==> src/rtl/bus_line_responder_pkg.sv <==
// Shared bus/memory message codes and the log2 helper used by the line responder.
// Codes are plain ints so each user can size them to its own message width.
package bus_line_responder_pkg;

  localparam int NO_REQ     = 0;
  localparam int R_REQ      = 1;
  localparam int WB_REQ     = 2;
  localparam int MEM_RESP   = 3;
  localparam int MEM_RESP_S = 4;

  // Ceiling log2; exact for the power-of-two sizes used here, log2(1) = 0.
  function automatic int log2(input int value);
    int result;
    result = 0;
    for (int i = 0; i < 31; i++) begin
      if ((1 << i) < value) result = i + 1;
    end
    return result;
  endfunction

endpackage

==> src/rtl/bus_line_responder.sv <==
// Bus-side responder for one L1 line: collects write-back beats into a line for
// memory, or fetches a line from memory and returns it to the requester beat by beat.
module bus_line_responder
  import bus_line_responder_pkg::*;
#(
  parameter int DATA_WIDTH       = 32,
  parameter int ADDRESS_BITS     = 32,
  parameter int MSG_BITS         = 4,
  parameter int LINE_OFFSET_BITS = 2,
  parameter int BUS_OFFSET_BITS  = 1,
  localparam int LINE_WIDTH      = DATA_WIDTH << LINE_OFFSET_BITS,
  localparam int BUS_WIDTH       = DATA_WIDTH << BUS_OFFSET_BITS,
  localparam int BEATS           = 1 << (LINE_OFFSET_BITS - BUS_OFFSET_BITS),
  localparam int CNT_W           = log2(BEATS) + 1
) (
  input  logic                    clock,
  input  logic                    reset,
  input  logic [MSG_BITS-1:0]     bus_msg_in,
  input  logic [ADDRESS_BITS-1:0] bus_address_in,
  input  logic [BUS_WIDTH-1:0]    bus_data_in,
  input  logic                    req_ready,
  output logic [MSG_BITS-1:0]     bus_msg_out,
  output logic [BUS_WIDTH-1:0]    bus_data_out,
  output logic [CNT_W-1:0]        beat_offset,
  output logic [MSG_BITS-1:0]     mem_msg_out,
  output logic [ADDRESS_BITS-1:0] mem_address_out,
  output logic [LINE_WIDTH-1:0]   mem_data_out,
  input  logic [MSG_BITS-1:0]     mem_msg_in,
  input  logic [LINE_WIDTH-1:0]   mem_data_in
);

  localparam int BYTE_OFF = LINE_OFFSET_BITS + log2(DATA_WIDTH / 8);
  localparam logic [ADDRESS_BITS-1:0] ADDR_MASK = {ADDRESS_BITS{1'b1}} << BYTE_OFF;

  localparam logic [MSG_BITS-1:0] M_NO     = MSG_BITS'(NO_REQ);
  localparam logic [MSG_BITS-1:0] M_R      = MSG_BITS'(R_REQ);
  localparam logic [MSG_BITS-1:0] M_WB     = MSG_BITS'(WB_REQ);
  localparam logic [MSG_BITS-1:0] M_RESP   = MSG_BITS'(MEM_RESP);
  localparam logic [MSG_BITS-1:0] M_RESP_S = MSG_BITS'(MEM_RESP_S);

  typedef enum logic [2:0] {
    IDLE, WB_COLLECT, MEM_WRITE, MEM_READ, RESP_DATA, RESP_ACK, RELEASE
  } state_t;

  state_t                  state, state_next;
  logic [CNT_W-1:0]        cnt;
  logic [CNT_W-1:0]        cnt_inc;
  logic [LINE_WIDTH-1:0]   line;
  logic [ADDRESS_BITS-1:0] addr;
  logic [MSG_BITS-1:0]     code;
  logic                    wb_grant, rd_grant, mem_rd_done, wb_last, rd_last;

  assign cnt_inc     = cnt + CNT_W'(1);
  assign wb_grant    = req_ready && (bus_msg_in == M_WB);
  assign rd_grant    = req_ready && (bus_msg_in == M_R);
  assign mem_rd_done = (mem_msg_in == M_RESP) || (mem_msg_in == M_RESP_S);
  // Beat 0 is taken in IDLE, so the collect phase counts the beat after cnt.
  assign wb_last     = (cnt_inc == CNT_W'(BEATS - 1));
  assign rd_last     = (cnt == CNT_W'(BEATS - 1));
  assign mem_address_out = addr;

  always_comb begin
    state_next   = state;
    bus_msg_out  = M_NO;
    bus_data_out = '0;
    beat_offset  = '0;
    mem_msg_out  = M_NO;
    mem_data_out = '0;
    case (state)
      IDLE: begin
        if (wb_grant)      state_next = (BEATS == 1) ? MEM_WRITE : WB_COLLECT;
        else if (rd_grant) state_next = MEM_READ;
      end
      WB_COLLECT: begin
        beat_offset = cnt_inc;
        if (!req_ready)   state_next = IDLE;
        else if (wb_last) state_next = MEM_WRITE;
      end
      MEM_WRITE: begin
        mem_msg_out  = M_WB;
        mem_data_out = line;
        if (mem_msg_in == M_RESP) state_next = RESP_ACK;
      end
      MEM_READ: begin
        mem_msg_out = M_R;
        if (mem_rd_done) state_next = RESP_DATA;
      end
      RESP_DATA: begin
        bus_msg_out  = code;
        bus_data_out = line[int'(cnt) * BUS_WIDTH +: BUS_WIDTH];
        beat_offset  = cnt;
        if (rd_last) state_next = RELEASE;
      end
      RESP_ACK: begin
        bus_msg_out = M_RESP;
        state_next  = RELEASE;
      end
      RELEASE: begin
        // Hold here until the requester withdraws so a held request is not re-served.
        if (!req_ready || bus_msg_in == M_NO) state_next = IDLE;
      end
      default: state_next = IDLE;
    endcase
  end

  always_ff @(posedge clock or posedge reset) begin
    if (reset) begin
      state <= IDLE;
      cnt   <= '0;
      line  <= '0;
      addr  <= '0;
      code  <= '0;
    end else begin
      state <= state_next;
      case (state)
        IDLE: begin
          if (wb_grant || rd_grant) begin
            addr <= bus_address_in & ADDR_MASK;
            cnt  <= '0;
          end
          if (wb_grant) line <= LINE_WIDTH'(bus_data_in);
        end
        WB_COLLECT: begin
          if (!req_ready) begin
            line <= '0;
            cnt  <= '0;
          end else begin
            line[int'(cnt_inc) * BUS_WIDTH +: BUS_WIDTH] <= bus_data_in;
            cnt <= wb_last ? '0 : cnt_inc;
          end
        end
        MEM_READ: begin
          if (mem_rd_done) begin
            line <= mem_data_in;
            code <= mem_msg_in;
            cnt  <= '0;
          end
        end
        RESP_DATA: cnt <= rd_last ? '0 : cnt_inc;
        default: ;
      endcase
    end
  end

endmodule

==> config.mk <==
export PLATFORM = sky130hd
export DESIGN_NAME = bus_line_responder
export DESIGN_NICKNAME = d
export VERILOG_FILES = /design/src/rtl/bus_line_responder_pkg.sv /design/src/rtl/bus_line_responder.sv
export SDC_FILE = /design/constraint.sdc
export NUM_CORES = 1
export LEC_CHECK = 0
export BUFFER_PORTS_ARGS = -buffer_cell sky130_fd_sc_hd__buf_2
export CORE_AREA = 2 2 180 182
export CTS_BUF_LIST = sky130_fd_sc_hd__clkbuf_8
export CTS_CLUSTER_SIZE = 24
export DETAILED_ROUTE_END_ITERATION = 6
export DIE_AREA = 0 0 182 184
export GPL_ROUTABILITY_DRIVEN = 0
export SETUP_SLACK_MARGIN = 0.15
export SYNTH_ARGS = -nofsm -noshare
export SYNTH_HDL_FRONTEND = slang
export SYNTH_SLANG_ARGS = --single-unit
==> constraint.sdc <==
create_clock -name clock -period 6.6 [get_ports clock]
set_input_delay 0.99 -clock clock [delete_from_list [all_inputs] [get_ports clock]]
set_output_delay 0.99 -clock clock [all_outputs]
set_load 0.01 [all_outputs]
==> reports/results.txt <==
status - complete, no violations
final hold vios - 0
Max Clk Rate - 234 MHz
Slew @ Worst Pin - 0.991 ns
CP Data Required Time - 5.61 ns
Post-Syn Instances - 1077
die height - 184 um
post-layout net count - 1710
die area - 33500 sq um
synth warn - 0
register area share after synthesis - 0.397
Post-Syn Area per Cell - 9.66 sq um
Worst Setup End Kind - primary output
share of cells above drive strength 1 - 0.391
vias in the first global route - 9830
Via Count - 9733
Async S/R FF share, synth - 1.00
Clock Path Buffers - 2
Netlist cell types - 51
Tmin final - 4.27 ns
critical path type - reg2out
Synth Flop Type - dfrtp_1
Residual DRC - 0
Final HPWL DP - 24800 um
Cell Area, Synth - 10400 sq um
initial drt markers - 504
CTS tree - yes
post-layout util - 0.423
synth top area cells - dfrtp_1 (40%), and2_1 (7.8%), mux2_4 (7.2%)
top-count cell post-synth - dfrtp_1
Placed Area - 12900 sq um
Clock Skew - 0.0221 ns
clock transition at the registers of the reported paths - 0.09 ns
final setup fails - 0
Setup TNS - 0 ns
Max rail drop VDD - 0.000165 V
Max-Slew Margin vs Limit - 0.339
Setup crit start kind - flip-flop
Die W - 182 um
Hold Crit Class - reg2reg
final wirelength - 37400 um
Yosys top cell by area - dfrtp_1
Int Pwr - 2790 uW
#FFs+latches synth - 165
filler cell count - 3227
final period utilization - 0.648
row cnt - 65
RSZ-0062 raised after global routing - no
first-pass GRT wire length - 56600 um
detailed-router iteration count before antenna repair - 5
Sw Share - 0.446
IO buf count - 458
MaxCap Viol Count - 0
drt via density - 5.16
H-Tree Depth - 4
total gr overflow - 0
worst setup path start - state[0]
number of I/O pins - 469
worst skew pair latency - 0.46 ns
share of the synthesized area in the top cell type - 0.397
Post-synth EDFFs - 0
Clock power frac - 0.145
Multi-input gate area - 5860 sq um
Max Slew Vio Count - 0
Core Area - 31400 sq um
Sequential Power Share - 0.361
Psw - 2240 uW
Combinational Power Share - 0.493
GR Util All Layers - 0.216
routed len/inst - 19.8 um
Starting Density - 0.331
Power Density - 378 nW/um^2
Seq. cell area - 4130 sq um
Setup Buffers After CTS - 0
# hold bufs at CTS - 0
Clk Tree Root Cell - clkbuf_8
Area Overhead vs Synth - 27.8%
Sink Count - 165
Design Area, Final - 13300 sq um
largest net degree at the start of global routing - 85
Critical Path Fanout Max - 84
# resized after CTS - 0
data arrival time of the critical path - 3.28 ns
antenna violations before repair - 3
Pleak - 0.00688 uW
synth cell count leaders - dfrtp_1 (165), and2_1 (129), nor2_1 (76)
worst flop-to-flop path startpoint - cnt[0]
Final ANT Viol Nets - 0
Hold Startpoint - code[3]
CTS buffer count - 17
-- power groups by stage --
stage,Clock [uW],Sequential [uW],Combinational [uW]
floorplan,0,1680,1760
global placement,0,1820,2470
detailed placement,0,1830,2510
CTS,763,1820,2510
global route,801,1890,2720
finish,732,1820,2480
-- state kept, by name (all words and copies together) (netlist names) --
| signal | flops |
|---|---|
| line | 128 |
| cnt | 2 |
| state | 3 |
| mem_address_out | 28 |
| code | 4 |
-- stage by stage --
step           instances  total power (uW)  worst slack, ns  hold slack (ns)
6_report            1887              5030             2.33            0.487
5_1_grt             1887              5410             2.06            0.513
4_1_cts             1884              5100             2.24            0.492
3_5_place_dp        1853              4340             2.76            0.470
3_3_place_gp        1853              4300             2.82            0.467
2_1_floorplan       1082              3440             1.15            0.442
-- critical path, stage by stage, from the launching register on --
cell and delay, ns:
dfrtp_1 0.61, nand2b_1 0.32, nor2_4 0.71, buf_4 0.72, and2_1 0.30, buf_2 0.17
-- layout by cell type, fill, tap and decap left out, types with 2 or more instances in the layout --
cell type	Yosys	layout
nor3b_1	3	2
o21ai_0	65	65
o2bb2ai_1	65	65
nand2b_1	2	2
mux2_2	10	10
buf_2	15	458
a22oi_1	65	65
inv_1	6	5
a21oi_1	65	65
o21ai_1	5	4
buf_4	6	14
mux2_1	34	34
nand4b_1	2	2
clkinv_4	0	3
dfrtp_1	165	164
and2_1	129	129
inv_6	0	6
diode_2	0	3
conb_1	1	6
nor2_1	76	75
xnor2_1	2	2
nand2_1	68	68
mux2_4	50	50
clkbuf_8	0	18
nor3_1	2	2
clkinvlp_4	0	2
ha_1	5	4
nor2b_1	65	65
mux2i_1	65	65
-- cells by family after synthesis --
family	after synthesis	synth area share
and+or+nand+nor	360	0.187
other	1	0.000360
xor gates and xnor gates	2	0.00168
AOI/OAI and AO/OA	275	0.177
DFF	165	0.397
buffers and inverters	110	0.0487
muxes	159	0.182
adders and majority gates	5	0.00601
-- layout make-up --
type                    count  area share
clock buffers              18      0.0186
repair buffers            472       0.180
multi-input cells         807       0.441
well taps                 402      0.0378
diodes                      3    0.000565
inverters                   7     0.00235
flip-flops and latches    165       0.311
clock inverters            13     0.00885
-- path summary, 6_finish.rpt --
kind | to | slack, ns | cells past startpoint
max | mem_data_out[126] | 2.33 | 5
min | code[3] | 0.49 | 1
max reg2reg | line[125] | 3.31 | 8
min reg2reg | code[3] | 0.49 | 1
max in group asynchronous | line[37] | 4.47 | 3
min in group asynchronous | line[33] | 0.63 | 2
-- metal layers --
layer	vias up	track usage	routed length, um
li1	4568	-	-
met1	4750	0.273	16100
met2	375	0.368	18200
met3	40	0.0505	2420
met4	0	0.0661	671
met5	-	0	0
Note: power is estimated with default switching activity, not from simulation.
